### src/rtl/glb_fifo_arbiter_if.sv
// Bundle of the FIFO request/grant lines and the GLB access port seen by glb_fifo_arbiter.
// The arbiter uses the slave modport; the request side uses master.
interface glb_fifo_arbiter_if #(
    parameter int NUM_IFMAP = 32,
    parameter int NUM_IPSUM = 32,
    parameter int NUM_OPSUM = 32,
    parameter int IDX_W     = 5
);
    logic                 arb_en_i;
    logic [NUM_IFMAP-1:0] ifmap_req_i;
    logic [NUM_IPSUM-1:0] ipsum_req_i;
    logic [NUM_OPSUM-1:0] opsum_req_i;
    logic [NUM_IFMAP-1:0] ifmap_gnt_o;
    logic [NUM_IPSUM-1:0] ipsum_gnt_o;
    logic [NUM_OPSUM-1:0] opsum_gnt_o;
    logic                 glb_ready_i;
    logic                 glb_en_o;
    logic                 glb_we_o;
    logic [1:0]           glb_class_o;
    logic [IDX_W-1:0]     glb_idx_o;
    logic [NUM_IFMAP-1:0] ifmap_rvalid_o;
    logic [NUM_IPSUM-1:0] ipsum_rvalid_o;
    logic                 busy_o;

    modport master (
        output arb_en_i, ifmap_req_i, ipsum_req_i, opsum_req_i, glb_ready_i,
        input  ifmap_gnt_o, ipsum_gnt_o, opsum_gnt_o, glb_en_o, glb_we_o,
        input  glb_class_o, glb_idx_o, ifmap_rvalid_o, ipsum_rvalid_o, busy_o
    );

    modport slave (
        input  arb_en_i, ifmap_req_i, ipsum_req_i, opsum_req_i, glb_ready_i,
        output ifmap_gnt_o, ipsum_gnt_o, opsum_gnt_o, glb_en_o, glb_we_o,
        output glb_class_o, glb_idx_o, ifmap_rvalid_o, ipsum_rvalid_o, busy_o
    );
endinterface

### src/rtl/glb_fifo_arbiter.sv
// Single-port GLB arbiter: class priority with starvation boost, round-robin per class,
// and fixed-latency routing of read-return valids back to the requesting FIFO.
module glb_fifo_arbiter #(
    parameter int NUM_IFMAP    = 32,
    parameter int NUM_IPSUM    = 32,
    parameter int NUM_OPSUM    = 32,
    parameter int RD_LAT       = 2,
    parameter int STARVE_LIMIT = 8,
    parameter int IDX_W        = 5
) (
    input  logic               clk,
    input  logic               rst_n,
    glb_fifo_arbiter_if.slave  bus
);
    localparam int MAXN_A = (NUM_IFMAP > NUM_IPSUM) ? NUM_IFMAP : NUM_IPSUM;
    localparam int MAXN   = (MAXN_A > NUM_OPSUM) ? MAXN_A : NUM_OPSUM;
    localparam int CNT_W  = $clog2(STARVE_LIMIT + 1);
    // Final latency stage is the rvalid register itself, so only RD_LAT-1 tuple stages.
    localparam int PD     = (RD_LAT > 1) ? RD_LAT - 1 : 1;
    localparam logic [1:0] C_IFMAP = 2'd0;
    localparam logic [1:0] C_IPSUM = 2'd1;
    localparam logic [1:0] C_OPSUM = 2'd2;
    localparam logic [CNT_W-1:0] CNT_MAX = CNT_W'(STARVE_LIMIT);

    function automatic logic [IDX_W-1:0] rr_pick(input logic [MAXN-1:0] req, input int n,
                                                 input logic [IDX_W-1:0] last);
        logic [IDX_W-1:0] pick;
        logic             found;
        int               cand;
        pick  = '0;
        found = 1'b0;
        for (int k = 1; k <= MAXN; k++) begin
            cand = (32'(last) + k) % n;
            if (k <= n && !found && req[cand]) begin
                pick  = cand[IDX_W-1:0];
                found = 1'b1;
            end else begin
                found = found;
            end
        end
        return pick;
    endfunction

    function automatic logic [CNT_W-1:0] cnt_next(input logic [CNT_W-1:0] cnt, input logic en,
                                                  input logic can, input logic has_req,
                                                  input logic granted);
        if (!en)                return cnt;
        else if (!has_req)      return '0;
        else if (!can)          return cnt;
        else if (granted)       return '0;
        else if (cnt == CNT_MAX) return cnt;
        else                    return cnt + CNT_W'(1);
    endfunction

    logic                 w_any_if, w_any_ip, w_any_op, w_can_issue;
    logic                 w_boost_if, w_boost_ip, w_boost_op, w_rd_grant;
    logic [1:0]           w_sel;
    logic [MAXN-1:0]      w_req_if, w_req_ip, w_req_op;
    logic [IDX_W-1:0]     w_pick_if, w_pick_ip, w_pick_op, w_pick, w_idx;
    logic [NUM_IFMAP-1:0] w_gnt_if, w_ifmap_rv_nxt;
    logic [NUM_IPSUM-1:0] w_gnt_ip, w_ipsum_rv_nxt;
    logic [NUM_OPSUM-1:0] w_gnt_op;
    logic                 w_tail_v;
    logic [1:0]           w_tail_c;
    logic [IDX_W-1:0]     w_tail_i;

    logic [CNT_W-1:0]     r_cnt_if, r_cnt_ip, r_cnt_op;
    logic [IDX_W-1:0]     r_last_if, r_last_ip, r_last_op;
    logic [PD-1:0]        r_pv;
    logic [1:0]           r_pc [PD];
    logic [IDX_W-1:0]     r_pi [PD];
    logic [NUM_IFMAP-1:0] r_ifmap_rv;
    logic [NUM_IPSUM-1:0] r_ipsum_rv;

    assign w_any_if    = |bus.ifmap_req_i;
    assign w_any_ip    = |bus.ipsum_req_i;
    assign w_any_op    = |bus.opsum_req_i;
    assign w_can_issue = bus.arb_en_i & bus.glb_ready_i & (w_any_if | w_any_ip | w_any_op);
    assign w_boost_if  = w_any_if & (r_cnt_if == CNT_MAX);
    assign w_boost_ip  = w_any_ip & (r_cnt_ip == CNT_MAX);
    assign w_boost_op  = w_any_op & (r_cnt_op == CNT_MAX);
    assign w_rd_grant  = w_can_issue & (w_sel != C_OPSUM);

    // Round-robin candidate per class, request vectors widened to a common width.
    always_comb begin
        w_req_if = '0;
        w_req_ip = '0;
        w_req_op = '0;
        w_req_if[NUM_IFMAP-1:0] = bus.ifmap_req_i;
        w_req_ip[NUM_IPSUM-1:0] = bus.ipsum_req_i;
        w_req_op[NUM_OPSUM-1:0] = bus.opsum_req_i;
        w_pick_if = rr_pick(w_req_if, NUM_IFMAP, r_last_if);
        w_pick_ip = rr_pick(w_req_ip, NUM_IPSUM, r_last_ip);
        w_pick_op = rr_pick(w_req_op, NUM_OPSUM, r_last_op);
    end

    // Class select: boosted classes (ifmap > ipsum > opsum) beat normal order (opsum > ipsum > ifmap).
    always_comb begin
        w_sel = C_IFMAP;
        if (w_boost_if)      w_sel = C_IFMAP;
        else if (w_boost_ip) w_sel = C_IPSUM;
        else if (w_boost_op) w_sel = C_OPSUM;
        else if (w_any_op)   w_sel = C_OPSUM;
        else if (w_any_ip)   w_sel = C_IPSUM;
        else                 w_sel = C_IFMAP;
    end

    // Grant decode and GLB strobe for the selected class.
    always_comb begin
        w_gnt_if = '0;
        w_gnt_ip = '0;
        w_gnt_op = '0;
        case (w_sel)
            C_IFMAP: w_pick = w_pick_if;
            C_IPSUM: w_pick = w_pick_ip;
            C_OPSUM: w_pick = w_pick_op;
            default: w_pick = '0;
        endcase
        w_idx = w_can_issue ? w_pick : '0;
        if (w_can_issue) begin
            case (w_sel)
                C_IFMAP: w_gnt_if[w_pick] = 1'b1;
                C_IPSUM: w_gnt_ip[w_pick] = 1'b1;
                C_OPSUM: w_gnt_op[w_pick] = 1'b1;
                default: w_gnt_if = '0;
            endcase
        end else begin
            w_gnt_if = '0;
        end
    end

    // Tail of the read-return pipe, decoded into the one-hot rvalid next state.
    always_comb begin
        w_ifmap_rv_nxt = '0;
        w_ipsum_rv_nxt = '0;
        if (RD_LAT == 1) begin
            w_tail_v = w_rd_grant;
            w_tail_c = w_sel;
            w_tail_i = w_idx;
        end else begin
            w_tail_v = r_pv[PD-1];
            w_tail_c = r_pc[PD-1];
            w_tail_i = r_pi[PD-1];
        end
        if (w_tail_v && w_tail_c == C_IFMAP)      w_ifmap_rv_nxt[w_tail_i] = 1'b1;
        else if (w_tail_v && w_tail_c == C_IPSUM) w_ipsum_rv_nxt[w_tail_i] = 1'b1;
        else                                      w_ifmap_rv_nxt = '0;
    end

    // Starvation counters and round-robin pointers.
    always_ff @(posedge clk or negedge rst_n) begin
        if (!rst_n) begin
            r_cnt_if  <= '0;
            r_cnt_ip  <= '0;
            r_cnt_op  <= '0;
            r_last_if <= IDX_W'(NUM_IFMAP - 1);
            r_last_ip <= IDX_W'(NUM_IPSUM - 1);
            r_last_op <= IDX_W'(NUM_OPSUM - 1);
        end else begin
            r_cnt_if <= cnt_next(r_cnt_if, bus.arb_en_i, w_can_issue, w_any_if, w_sel == C_IFMAP);
            r_cnt_ip <= cnt_next(r_cnt_ip, bus.arb_en_i, w_can_issue, w_any_ip, w_sel == C_IPSUM);
            r_cnt_op <= cnt_next(r_cnt_op, bus.arb_en_i, w_can_issue, w_any_op, w_sel == C_OPSUM);
            if (w_can_issue && w_sel == C_IFMAP) r_last_if <= w_pick;
            if (w_can_issue && w_sel == C_IPSUM) r_last_ip <= w_pick;
            if (w_can_issue && w_sel == C_OPSUM) r_last_op <= w_pick;
        end
    end

    // Read-return pipe; advances every cycle and is flushed by reset.
    always_ff @(posedge clk or negedge rst_n) begin
        if (!rst_n) begin
            r_pv <= '0;
            for (int s = 0; s < PD; s++) begin
                r_pc[s] <= 2'd0;
                r_pi[s] <= '0;
            end
            r_ifmap_rv <= '0;
            r_ipsum_rv <= '0;
        end else begin
            r_pv[0] <= w_rd_grant;
            r_pc[0] <= w_sel;
            r_pi[0] <= w_idx;
            for (int s = 1; s < PD; s++) begin
                r_pv[s] <= r_pv[s-1];
                r_pc[s] <= r_pc[s-1];
                r_pi[s] <= r_pi[s-1];
            end
            r_ifmap_rv <= w_ifmap_rv_nxt;
            r_ipsum_rv <= w_ipsum_rv_nxt;
        end
    end

    assign bus.ifmap_gnt_o    = w_gnt_if;
    assign bus.ipsum_gnt_o    = w_gnt_ip;
    assign bus.opsum_gnt_o    = w_gnt_op;
    assign bus.glb_en_o       = w_can_issue;
    assign bus.glb_we_o       = w_can_issue & (w_sel == C_OPSUM);
    assign bus.glb_class_o    = w_can_issue ? w_sel : 2'd0;
    assign bus.glb_idx_o      = w_idx;
    assign bus.ifmap_rvalid_o = r_ifmap_rv;
    assign bus.ipsum_rvalid_o = r_ipsum_rv;
    assign bus.busy_o         = w_any_if | w_any_ip | w_any_op | |r_ifmap_rv | |r_ipsum_rv |
                                ((RD_LAT > 1) && (|r_pv));
endmodule
### src/flat_wrapper.sv
// flat-port wrapper written by rule: the top's interface ports become plain ports
module glb_fifo_arbiter_flat 
#(
    parameter int NUM_IFMAP    = 32,
    parameter int NUM_IPSUM    = 32,
    parameter int NUM_OPSUM    = 32,
    parameter int RD_LAT       = 2,
    parameter int STARVE_LIMIT = 8,
    parameter int IDX_W        = 5
)
  (clk, rst_n, bus_arb_en_i, bus_ifmap_req_i, bus_ipsum_req_i, bus_opsum_req_i, bus_glb_ready_i, bus_ifmap_gnt_o, bus_ipsum_gnt_o, bus_opsum_gnt_o, bus_glb_en_o, bus_glb_we_o, bus_glb_class_o, bus_glb_idx_o, bus_ifmap_rvalid_o, bus_ipsum_rvalid_o, bus_busy_o);
  glb_fifo_arbiter_if #(.NUM_IFMAP(NUM_IFMAP), .NUM_IPSUM(NUM_IPSUM), .NUM_OPSUM(NUM_OPSUM), .IDX_W(IDX_W)) bus_i ();
  input  logic clk;
  input  logic rst_n;
  input wire logic [$bits(bus_i.arb_en_i)-1:0] bus_arb_en_i;
  input wire logic [$bits(bus_i.ifmap_req_i)-1:0] bus_ifmap_req_i;
  input wire logic [$bits(bus_i.ipsum_req_i)-1:0] bus_ipsum_req_i;
  input wire logic [$bits(bus_i.opsum_req_i)-1:0] bus_opsum_req_i;
  input wire logic [$bits(bus_i.glb_ready_i)-1:0] bus_glb_ready_i;
  output wire logic [$bits(bus_i.ifmap_gnt_o)-1:0] bus_ifmap_gnt_o;
  output wire logic [$bits(bus_i.ipsum_gnt_o)-1:0] bus_ipsum_gnt_o;
  output wire logic [$bits(bus_i.opsum_gnt_o)-1:0] bus_opsum_gnt_o;
  output wire logic [$bits(bus_i.glb_en_o)-1:0] bus_glb_en_o;
  output wire logic [$bits(bus_i.glb_we_o)-1:0] bus_glb_we_o;
  output wire logic [$bits(bus_i.glb_class_o)-1:0] bus_glb_class_o;
  output wire logic [$bits(bus_i.glb_idx_o)-1:0] bus_glb_idx_o;
  output wire logic [$bits(bus_i.ifmap_rvalid_o)-1:0] bus_ifmap_rvalid_o;
  output wire logic [$bits(bus_i.ipsum_rvalid_o)-1:0] bus_ipsum_rvalid_o;
  output wire logic [$bits(bus_i.busy_o)-1:0] bus_busy_o;
  assign bus_i.arb_en_i = bus_arb_en_i;
  assign bus_i.ifmap_req_i = bus_ifmap_req_i;
  assign bus_i.ipsum_req_i = bus_ipsum_req_i;
  assign bus_i.opsum_req_i = bus_opsum_req_i;
  assign bus_i.glb_ready_i = bus_glb_ready_i;
  assign bus_ifmap_gnt_o = bus_i.ifmap_gnt_o;
  assign bus_ipsum_gnt_o = bus_i.ipsum_gnt_o;
  assign bus_opsum_gnt_o = bus_i.opsum_gnt_o;
  assign bus_glb_en_o = bus_i.glb_en_o;
  assign bus_glb_we_o = bus_i.glb_we_o;
  assign bus_glb_class_o = bus_i.glb_class_o;
  assign bus_glb_idx_o = bus_i.glb_idx_o;
  assign bus_ifmap_rvalid_o = bus_i.ifmap_rvalid_o;
  assign bus_ipsum_rvalid_o = bus_i.ipsum_rvalid_o;
  assign bus_busy_o = bus_i.busy_o;
  glb_fifo_arbiter #(.NUM_IFMAP(NUM_IFMAP), .NUM_IPSUM(NUM_IPSUM), .NUM_OPSUM(NUM_OPSUM), .RD_LAT(RD_LAT), .STARVE_LIMIT(STARVE_LIMIT), .IDX_W(IDX_W)) u_core (.clk(clk), .rst_n(rst_n), .bus(bus_i));
endmodule
### config.mk
export PLATFORM = sky130hd
export DESIGN_NAME = glb_fifo_arbiter_flat
export DESIGN_NICKNAME = d
export VERILOG_FILES = /design/src/rtl/glb_fifo_arbiter_if.sv /design/src/rtl/glb_fifo_arbiter.sv /design/src/flat_wrapper.sv
export SDC_FILE = /design/constraint.sdc
export NUM_CORES = 1
export LEC_CHECK = 0
export ABC_CLOCK_PERIOD_IN_PS = 17200
export CAP_MARGIN = 0
export CELL_PAD_IN_SITES_DETAIL_PLACEMENT = 1
export CELL_PAD_IN_SITES_GLOBAL_PLACEMENT = 2
export CORE_MARGIN = 2
export CORE_UTILIZATION = 39
export DETAILED_ROUTE_END_ITERATION = 10
export HOLD_SLACK_MARGIN = 0.08
export PLACE_DENSITY_LB_ADDON = 0.05
export SLEW_MARGIN = 10
export SYNTH_ARGS = -nofsm -noshare
export SYNTH_HDL_FRONTEND = slang
export SYNTH_SLANG_ARGS = --single-unit
### constraint.sdc
create_clock -name clk -period 17.2 [get_ports clk]
set_clock_uncertainty 0.2 [all_clocks]
set_input_delay 2.58 -clock clk [delete_from_list [all_inputs] [get_ports clk]]
set_output_delay 2.58 -clock clk [all_outputs]
set_load 0.01 [all_outputs]
Word level (Yosys, flattened, before mapping):

Cells that the tools add are included.

* word-level logic and storage cells: 852
* output and inout port bits: 170
* bits of input ports: 100
* register bits after elaboration: 99

* equality and inequality tests: 13
* reductions and logical operators: 203
* order comparisons: 100
* muxes and demuxes: 414
* bitwise gates (word level): 12
* add/subtract/negate cells: 99

Operators with widths (count)
* $lt A5 B6 Y1 const B: 98
* $mux W5: 97
* $bmux W1 S5: 96
* $mux W32: 9
* $add A5 B5 Y5 const B: 48
* $mux W1: 192
* $reduce_or A32 Y1: 5
* $add A5 B4 Y5 const B: 24
* $logic_and A1 B1 Y1: 100
* $logic_not A1 Y1: 93
* $add A5 B3 Y5 const B: 12
* $mux W4: 12
* $add A5 B1 Y5 const B: 6
* $add A5 B2 Y5 const B: 6
* $pmux W5 S3: 1
* $add A4 B1 Y4 const B: 3
* $eq A4 B4 Y1 const B: 3
* $demux W1 S5: 2
* $ge A5 B1 Y1 const B: 2
* $mux W2: 5
* $ne A3 B3 Y1 const B: 3
* $reduce_and A3 Y1: 3
* $ne A2 B2 Y1 const B: 4
* $and A1 B1 Y1: 7
* 4 further kinds: 10

Depth between registers and ports, before layout:

Gate-level depths: netlist (run 1).

* depth in word-level cells: 104
* depth in mapped cells: 27
* gate-level depth less buffers: 16

Least setup slack after synthesis (run 1):

No wires, ideal clock.

* kind: input-to-output
* start point: in bus_opsum_req_i[17]
* end point: out bus_ifmap_gnt_o[3]
* data required time: 14.420 ns
* stages: 15
* buffers on the path: 3
* path slack: 7.639 ns
* data arrival time: 6.781 ns
* cells stage by stage: mux4_2 mux4_2 mux2i_2 inv_2 or4_1 clkbuf_1 or3_1 clkbuf_2 o311a_1 o31ai_2 o311ai_4 a31o_2 or3_4 buf_6 nor4_2

* cells in the longest elaborated chain, start to end: 103
* elaborated cells on any way between the ends: 208
* classes of those cells: order compare (2); eq/ne (2); mux (136); bitwise (3); reduce/logical (65)

Ends and longest elaborated chain
* start: declaration: line flat_wrapper.sv:18 `input wire logic [$bits(bus_i.opsum_req_i)-1:0] bus_opsum_req_i;`
* $bmux W1 S5: line glb_fifo_arbiter.sv:34 `if (k <= n && !found && req[cand]) begin`
* $mux W1 (not written as such): line glb_fifo_arbiter.sv:34
* $mux W1: line glb_fifo_arbiter.sv:34
* $logic_not A1 Y1: line glb_fifo_arbiter.sv:34
* $logic_and A1 B1 Y1: line glb_fifo_arbiter.sv:34
* $mux W1: line glb_fifo_arbiter.sv:34
* $logic_not A1 Y1: line glb_fifo_arbiter.sv:34
* $logic_and A1 B1 Y1: line glb_fifo_arbiter.sv:34
* (+87 left out)
* $mux W5: line glb_fifo_arbiter.sv:34
* $pmux W5 S3: line glb_fifo_arbiter.sv:113 `case (w_sel)`
* $lt A5 B6 Y1 (not written as such) / $ge A5 B1 Y1 (equally long branches): line glb_fifo_arbiter.sv:122 `C_IFMAP: w_gnt_if[w_pick] = 1'b1;`
* $logic_and A1 B1 Y1 (not written as such): line glb_fifo_arbiter.sv:122
* $mux W1 (not written as such): line glb_fifo_arbiter.sv:122
* $demux W1 S5
* $mux W32: line glb_fifo_arbiter.sv:121 `case (w_sel)`
* $mux W32 (*): line glb_fifo_arbiter.sv:120 `if (w_can_issue) begin`
* end: declaration: line flat_wrapper.sv:20 `output wire logic [$bits(bus_i.ifmap_gnt_o)-1:0] bus_ifmap_gnt_o;`

Mark *: on every way between the ends. The rest lies on a longest branch, timed or not. The select of a mux whose other input is x is not followed.

Worst setup path in the final report (run 1):

* start point: in bus_opsum_req_i[24]
* end point: out bus_ifmap_gnt_o[23]

The elaborated chain is that of the path after synthesis.

==> flow_summary.ini, run 1 <==
[die]
die_area_um2 = 62300
fp-row-count = 90
core_um2 = 60000
pin_count = 270
die_x_um = 250
die_h_um = 250
start_util = 0.392

[logic_synthesis]
synth_edf_count = 0
netlist_instances = 2808
ys_types = 106
ys_seq_area_frac = 0.102
syn_area_um2 = 23500
async_reset_ff_frac = 1.00
postSynthNetCount = 2950
ys_ff_latch = 95
synth_ff_type = dfrtp_1
postSynthAreaPerCell_um2 = 8.38
yosys_warnings = 0

[cts]
ctsLongestPathBuffers = 2
cts_resized = 0
cts_sinks = 95
clk_pin_slew_ns = 0.07
clockRootBuffer = clkbuf_16
htreeDepth = 3
cts_inserted_buffers = 9
hold_buffers = 0
post_cts_buffers = 0
clk_latency_ns = 0.36
cts_tree = built

[drt]
wl_um = 122000
viasPerCell = 7.15
drt_pre_antenna_iters = 6
drtIter0Drc = 3136
drc_errors = 0
wl_per_cell_um = 32.4
ant_nets = 0
num_vias = 26934

[timing]
worstMarginPinSlew_ns = 1.36
slew_headroom = 0.0851
period_needed_ns = 12.85
setup_viol = 0
report.final.slew_viol_count = 0
hold_viol_final = 0
finalCritPeriodShare = 0.747
rsz0062_at_grt = no
setup-tns-final_ns = 0
timing.fmax_mhz = 77.8

[critical_path]
cp_num_cells = 16
crit_path_start_kind = primary input
reg2reg_depth = 17
critical_path_required_ns = 14.42
cp_cell_sequence = clkdlybuf4s50_1 > mux4_2 > mux4_2 > mux2i_2 > inv_2 > nor3_1 > nand4_2 > nor4_1 > a211oi_1 > a2111oi_0 > o21ai_1 > a2111oi_0 > or4_4 > nand3b_1 > nor4_2 > clkdlybuf4s50_1
worstSetupPathType = in2out
setup.worst_path.end_class = output pin
crit_family = simple AND/OR/NAND/NOR gates
worst-path-max-fanout = 15
cp_slowest_cell = nand3b_1
arrival_ns = 10.07
critPathMaxStageDelay_ns = 0.85
path_buf_inv = 3

[place]
dp_hpwl_um = 95400
gp_congestion = 1.04
numPortBuffers = 269

[cells_and_area]
antenna_cells = 0
final_common_cell = nor2_1
nFillCells = 7068
layout_common_cells = nor2_1 (338), clkdlybuf4s50_1 (268), nand2_1 (241)
fin_nets = 3120
drive_above_1_share = 0.177
area_growth_pct = 15.7

[outcome]
status = finished, final reports clean

[global_routing]
grt_max_degree = 59
grt_most_used_layer = met2
grt_pass1_wl_um = 179000
grtUsageMet3 = 0.0564
antenna_found_initial = 2
grt_pass1_vias = 26317
grt_overflow = 0
use_met2 = 0.614
track_usage = 0.376
grt_use_met1 = 0.504

[hold_path]
hold_class = reg2reg
hold_path_depth = 1

[run]
cap_violations = 0
[per-layer routing]
layer  wire length [um]  vias up
met5                 22        -
met4               5150        4
met3              10500      290
met2              56300     1550
met1              49900    13697
li1                   -    11393
[cells by family (layout without fill, tap and decap cells)]
kind of cell | after synthesis | count (layout) | synth area share
adders and majority gates | 42 | 42 | 0.0223
buffers and inverters | 246 | 421 | 0.0474
xor gates and xnor gates | 93 | 93 | 0.0350
AOI/OAI and AO/OA | 712 | 712 | 0.209
DFF | 95 | 95 | 0.102
muxes | 529 | 529 | 0.350
and+or+nand+nor | 1091 | 1091 | 0.235
[per-stage QoR]
step           setup slack, ns  utilization  hold slack (ns)  std cells  cell area, um2
6_report                  4.35        0.453            0.293       3765           27200
5_1_grt                   4.05        0.453            0.328       3765           27200
4_1_cts                   4.59        0.453            0.294       3765           27200
3_5_place_dp              4.62        0.448            0.281       3749           26900
3_3_place_gp              4.72        0.448            0.271       3749           26900
2_1_floorplan             7.64            -            0.252       2808           23500
[sequential cells by signal, indices dropped and copies added (netlist names)]
signal and flops:
u_core.bus.ifmap_rvalid_o 32, u_core.r_pv 1, u_core.r_last_op 5, u_core.r_last_ip 5
u_core.r_last_if 5, u_core.r_pc 2, u_core.r_cnt_if 4, u_core.bus.ipsum_rvalid_o 32
u_core.r_cnt_ip 4, u_core.r_pi 5
[worst paths after layout]
kind,start,to,slack (ns)
min,u_core.r_cnt_ip[3],u_core.r_cnt_ip[3],0.29
max reg2reg,u_core.r_last_ip[0],u_core.r_pi[1],8.89
min in group asynchronous,rst_n,u_core.bus.ipsum_rvalid_o[4],1.97
min reg2reg,u_core.r_cnt_ip[3],u_core.r_cnt_ip[3],0.29
max,bus_opsum_req_i[24],bus_ifmap_gnt_o[23],4.35
max in group asynchronous,rst_n,u_core.r_cnt_ip[1],13.65
[final cells by class]
class	count	area (um2)	share of cell area
Multi-Input combinational cell	2467	20000	0.737
Tap cell	782	978	0.0360
Inverter	65	244	0.00897
Clock inverter	7	83.8	0.00308
Sequential cell	95	2400	0.0882
Clock buffer	9	225	0.00828
Timing Repair Buffer	340	3220	0.118
[synthesized netlist by cell type, types with 11 or more instances]
cell	count	area, um2
nor2_1	338	1270
nand2_1	241	905
mux4_2	220	4950
mux2i_1	184	1840
a21oi_1	146	731
o21ai_0	136	681
mux2_2	121	1360
clkbuf_1	87	327
nor4_1	81	507
dfrtp_1	80	2000
nor3_1	77	385
xnor2_1	68	596
nand3_1	66	330
buf_2	58	290
inv_1	56	210
o22ai_1	44	275
ha_1	42	526
nand4_1	37	231
a211oi_1	36	270
nor2b_1	34	213
o211ai_1	34	255
nand2b_1	29	181
a31oi_1	28	175
a21boi_0	27	203
and2_1	26	163
xor2_1	24	210
and3_1	23	144
a22oi_1	18	135
nand3b_1	18	135
or2_2	18	113
or3_1	18	113
o31ai_1	17	128
o2111ai_1	16	140
dfstp_2	15	394
o21a_1	15	113
and4_1	14	123
buf_4	13	97.6
buf_1	12	45.0
a22o_1	11	96.3
a2bb2oi_1	11	96.3
Power of run 1 is not shown: default switching activity piles up to over one toggle a cycle in this logic, so the estimate is an artifact.
==> run 2, diff against run 1 <==
--- a/config.mk
+++ b/config.mk
@@ -5,12 +5,12 @@
 export SDC_FILE = /design/constraint.sdc
 export NUM_CORES = 1
 export LEC_CHECK = 0
-export ABC_CLOCK_PERIOD_IN_PS = 17200
+export ABC_CLOCK_PERIOD_IN_PS = 11600
 export CAP_MARGIN = 0
 export CELL_PAD_IN_SITES_DETAIL_PLACEMENT = 1
 export CELL_PAD_IN_SITES_GLOBAL_PLACEMENT = 2
 export CORE_MARGIN = 2
-export CORE_UTILIZATION = 39
+export CORE_UTILIZATION = 32
 export DETAILED_ROUTE_END_ITERATION = 10
 export HOLD_SLACK_MARGIN = 0.08
 export PLACE_DENSITY_LB_ADDON = 0.05
==> constraint.sdc (replaced) <==
create_clock -name clk -period 11.6 [get_ports clk]
set_clock_uncertainty 0.2 [all_clocks]
set_input_delay 1.74 -clock clk [delete_from_list [all_inputs] [get_ports clk]]
set_output_delay 1.74 -clock clk [all_outputs]
set_load 0.01 [all_outputs]
==> flow_summary.ini, run 2 (synthesis results as in run 1) <==
[die]
core_um2 = 72800
die_h_um = 275
die_x_um = 275
die_area_um2 = 75700
pin_count = 270
start_util = 0.323
fp-row-count = 99

[timing]
hold_viol_final = 0
setup-tns-final_ns = 0
timing.fmax_mhz = 90.7
period_needed_ns = 11.02
report.final.slew_viol_count = 0
finalCritPeriodShare = 0.950
rsz0062_at_grt = no
setup_viol = 0
worstMarginPinSlew_ns = 1.39
slew_headroom = 0.0670

[cts]
clockRootBuffer = clkbuf_16
cts_resized = 0
ctsLongestPathBuffers = 2
post_cts_buffers = 0
hold_buffers = 0
htreeDepth = 3
cts_sinks = 95
cts_inserted_buffers = 9
clk_latency_ns = 0.35
cts_tree = built
clk_pin_slew_ns = 0.07

[place]
gp_congestion = 0.971
dp_hpwl_um = 103000
place_area_um2 = 27400
numPortBuffers = 269

[critical_path]
worst-path-max-fanout = 14
r2r_slack_ns = 4.06
r2r-end = u_core.r_pi[3]
setup.worst_path.end_class = output pin
reg2reg_depth = 14
critical_path_required_ns = 9.66
crit_path_start_kind = primary input
worstReg2RegStart = u_core.r_last_op[0]
arrival_ns = 9.08
worstSetupPathType = in2out

[cells_and_area]
nFillCells = 8639
fin_nets = 3152
multi_input_area_um2 = 20100
layout_common_cells = nor2_1 (338), clkdlybuf4s50_1 (268), nand2_1 (241)
final_common_cell = nor2_1
drive_above_1_share = 0.187
design_area_um2 = 27700
seq_area_um2 = 2400
antenna_cells = 0
area_growth_pct = 17.8

[outcome]
status = finished, final reports clean

[drt]
num_vias = 26731
wl_per_cell_um = 32.3
wl_um = 128000
viasPerCell = 6.73
drt_pre_antenna_iters = 6
drtIter0Drc = 2475
drc_errors = 0
ant_nets = 0

[global_routing]
antenna_found_initial = 2
grt_overflow = 0
grt_pass1_vias = 26549
track_usage = 0.329
grt_max_degree = 58
grt_pass1_wl_um = 187000

[hold_path]
min_to = u_core.r_cnt_ip[3]
hold_class = reg2reg
hold_path_depth = 1
min_from = u_core.r_cnt_ip[3]

[run]
cap_violations = 0
[run 2: cell count changes in the layout (fill, tap and decap cells not counted), sizes merged]
cell    before  now
buf         72  104
clkinv       8    9
inv         64   63
[run 2: through the flow]
step	utilization	instances	setup slack, ns	hold slack [ns]
2_1_floorplan	-	2808	3.28	0.252
3_3_place_gp	0.376	3958	0.692	0.281
3_5_place_dp	0.376	3958	0.527	0.304
4_1_cts	0.380	3974	0.452	0.316
5_1_grt	0.380	3974	0.105	0.341
6_report	0.380	3974	0.580	0.308
[run 2: layout make-up]
type | count | share of cell area
inverters | 65 | 0.00881
multi-input cells | 2467 | 0.725
clock inverters | 7 | 0.00339
clock buffers | 9 | 0.00813
well taps | 959 | 0.0433
repair buffers | 372 | 0.125
flip-flops and latches | 95 | 0.0867
[run 2: worst max-delay path, cell delays in order]
cell and delay [ns]:
clkdlybuf4s50_1 0.62, mux2_2 0.40, mux4_2 0.55, mux2i_1 0.48, mux2i_1 0.48, or4_1 0.73, or3_1 0.61, nor4b_1 0.49
nor4_1 0.12, o211ai_1 0.36, nand3_1 0.18, o31a_1 0.22, nor3b_2 0.19, buf_4 0.24, nor3_4 0.47, nor2b_1 0.55
clkdlybuf4s50_1 0.65
[run 2: worst max-delay path by stage]
stage	end	startpoint	cells past startpoint	slack, ns
6_report	bus_opsum_gnt_o[19]	bus_opsum_req_i[18]	17	0.58
5_1_grt	bus_ifmap_gnt_o[15]	bus_opsum_req_i[9]	16	0.11
4_1_cts	bus_ifmap_gnt_o[15]	bus_opsum_req_i[24]	16	0.45
3_5_place_dp	bus_ifmap_gnt_o[15]	bus_opsum_req_i[18]	16	0.53
3_3_place_gp	bus_ifmap_gnt_o[15]	bus_opsum_req_i[18]	16	0.69
2_1_floorplan	bus_ifmap_gnt_o[3]	u_core.r_last_op[1]	21	3.28
[run 2: routing by layer]
layer	track usage	vias up	share of wire
li1	-	11435	-
met4	0.0923	0	0.030
met3	0.0468	188	0.076
met2	0.534	1295	0.46
met1	0.453	13813	0.44
met5	0	-	0
Power of run 2 is left out for the same reason.
==> run 3, diff against run 2 <==
--- a/config.mk
+++ b/config.mk
@@ -14,6 +14,7 @@
 export DETAILED_ROUTE_END_ITERATION = 10
 export HOLD_SLACK_MARGIN = 0.08
 export PLACE_DENSITY_LB_ADDON = 0.05
+export SETUP_SLACK_MARGIN = 0.1
 export SLEW_MARGIN = 10
 export SYNTH_ARGS = -nofsm -noshare
 export SYNTH_HDL_FRONTEND = slang
==> flow_summary.ini, run 3 (synthesis results as in run 1) <==
[die]
pin_count = 270
die_x_um = 275
die_h_um = 275
start_util = 0.323
fp-row-count = 99
core_um2 = 72800
die_area_um2 = 75700

[critical_path]
crit_path_start_kind = primary input
setup.worst_path.end_class = output pin
cp_cell_sequence = clkdlybuf4s50_1 > mux2_2 > mux4_2 > mux2i_1 > mux2i_1 > or4_1 > or3_1 > nor4b_1 > nor4_1 > o211ai_1 > nand3_1 > o31a_1 > nor3b_2 > buf_4 > nor3_4 > nor2b_1 > clkdlybuf4s50_1
worstSetupPathType = in2out
worst-path-max-fanout = 14
critPathMaxStageDelay_ns = 0.73
arrival_ns = 9.08
worstReg2RegStart = u_core.r_last_op[0]
critical_path_required_ns = 9.66
cp_slowest_cell = or4_1
startpoint = bus_opsum_req_i[18]

[place]
place_area_um2 = 27400
dp_hpwl_um = 103000
gp_congestion = 0.971
numPortBuffers = 269
pre_cts_ws_ns = 0.527

[run]
cap_violations = 0

[timing]
hold_ws_ns = 0.308
finalCritPeriodShare = 0.950
timing.fmax_mhz = 90.7
setup_viol = 0
fin_ws_ns = 0.575
report.final.slew_viol_count = 0
worstMarginPinSlew_ns = 1.40
setup-tns-final_ns = 0
rsz0062_at_grt = no
hold_viol_final = 0
slew_headroom = 0.0663
period_needed_ns = 11.02

[cts]
hold_buffers = 0
cts_sinks = 95
post_cts_buffers = 0
clockRootBuffer = clkbuf_16
cts_tree = built
ctsLongestPathBuffers = 2
cts_inserted_buffers = 9
clk_pin_slew_ns = 0.07
cts_resized = 0
htreeDepth = 3
clk_latency_ns = 0.35

[cells_and_area]
design_area_um2 = 27700
fin_nets = 3152
layout_common_cells = nor2_1 (338), clkdlybuf4s50_1 (268), nand2_1 (241)
drive_above_1_share = 0.187
final_common_cell = nor2_1
antenna_cells = 0
area_growth_pct = 17.8

[drt]
ant_nets = 0
wl_um = 128000
drtIter0Drc = 2472
drt_pre_antenna_iters = 6
drc_errors = 0
viasPerCell = 6.72
wl_per_cell_um = 32.3
num_vias = 26719

[global_routing]
grt_pass1_vias = 26549
grt_max_degree = 58
track_usage = 0.329
grt_overflow = 0
antenna_found_initial = 2
grt_pass1_wl_um = 187000

[hold_path]
hold_class = reg2reg
min_from = u_core.r_cnt_ip[3]

[outcome]
status = finished, final reports clean
-- run 3: cell type report --
class / instances / area, um2
multi-input combinational: 2467 / 20100
clock buffer: 9 / 225
timing repair buffer: 372 / 3460
tap: 959 / 1200
clock inverter: 7 / 93.8
fill: 8639 / 45100
inverter: 65 / 244
sequential: 95 / 2400
-- run 3: worst paths after layout --
check,end,slack (ns),depth (start not counted)
max reg2reg,u_core.r_pi[3],4.05,14
max,bus_opsum_gnt_o[19],0.58,17
min in group asynchronous,u_core.bus.ipsum_rvalid_o[13],1.17,1
max in group asynchronous,u_core.r_cnt_ip[3],8.89,2
min reg2reg,u_core.r_cnt_ip[3],0.31,1
min,u_core.r_cnt_ip[3],0.31,1
-- run 3: worst max-delay path, delay by kind of cell --
family,cells,cell delay (ns)
mux,4,1.91
simple gates,8,3.33
buf+inv,3,1.51
compound gates,2,0.57
-- run 3: layer usage --
layer / track usage / up-vias / wire length (um)
met2: 0.534 / 1308 / 58700
met4: 0.0923 / 0 / 3920
met3: 0.0468 / 187 / 9990
li1: - / 11436 / -
met5: 0 / - / 0
met1: 0.453 / 13788 / 55700
-- run 3: through the flow --
stage | utilization | std cells
global placement | 0.376 | 3958
global route | 0.380 | 3974
CTS | 0.380 | 3974
floorplan | - | 2808
finish | 0.380 | 3974
detailed placement | 0.376 | 3958
Power of run 3 is left out for the same reason.
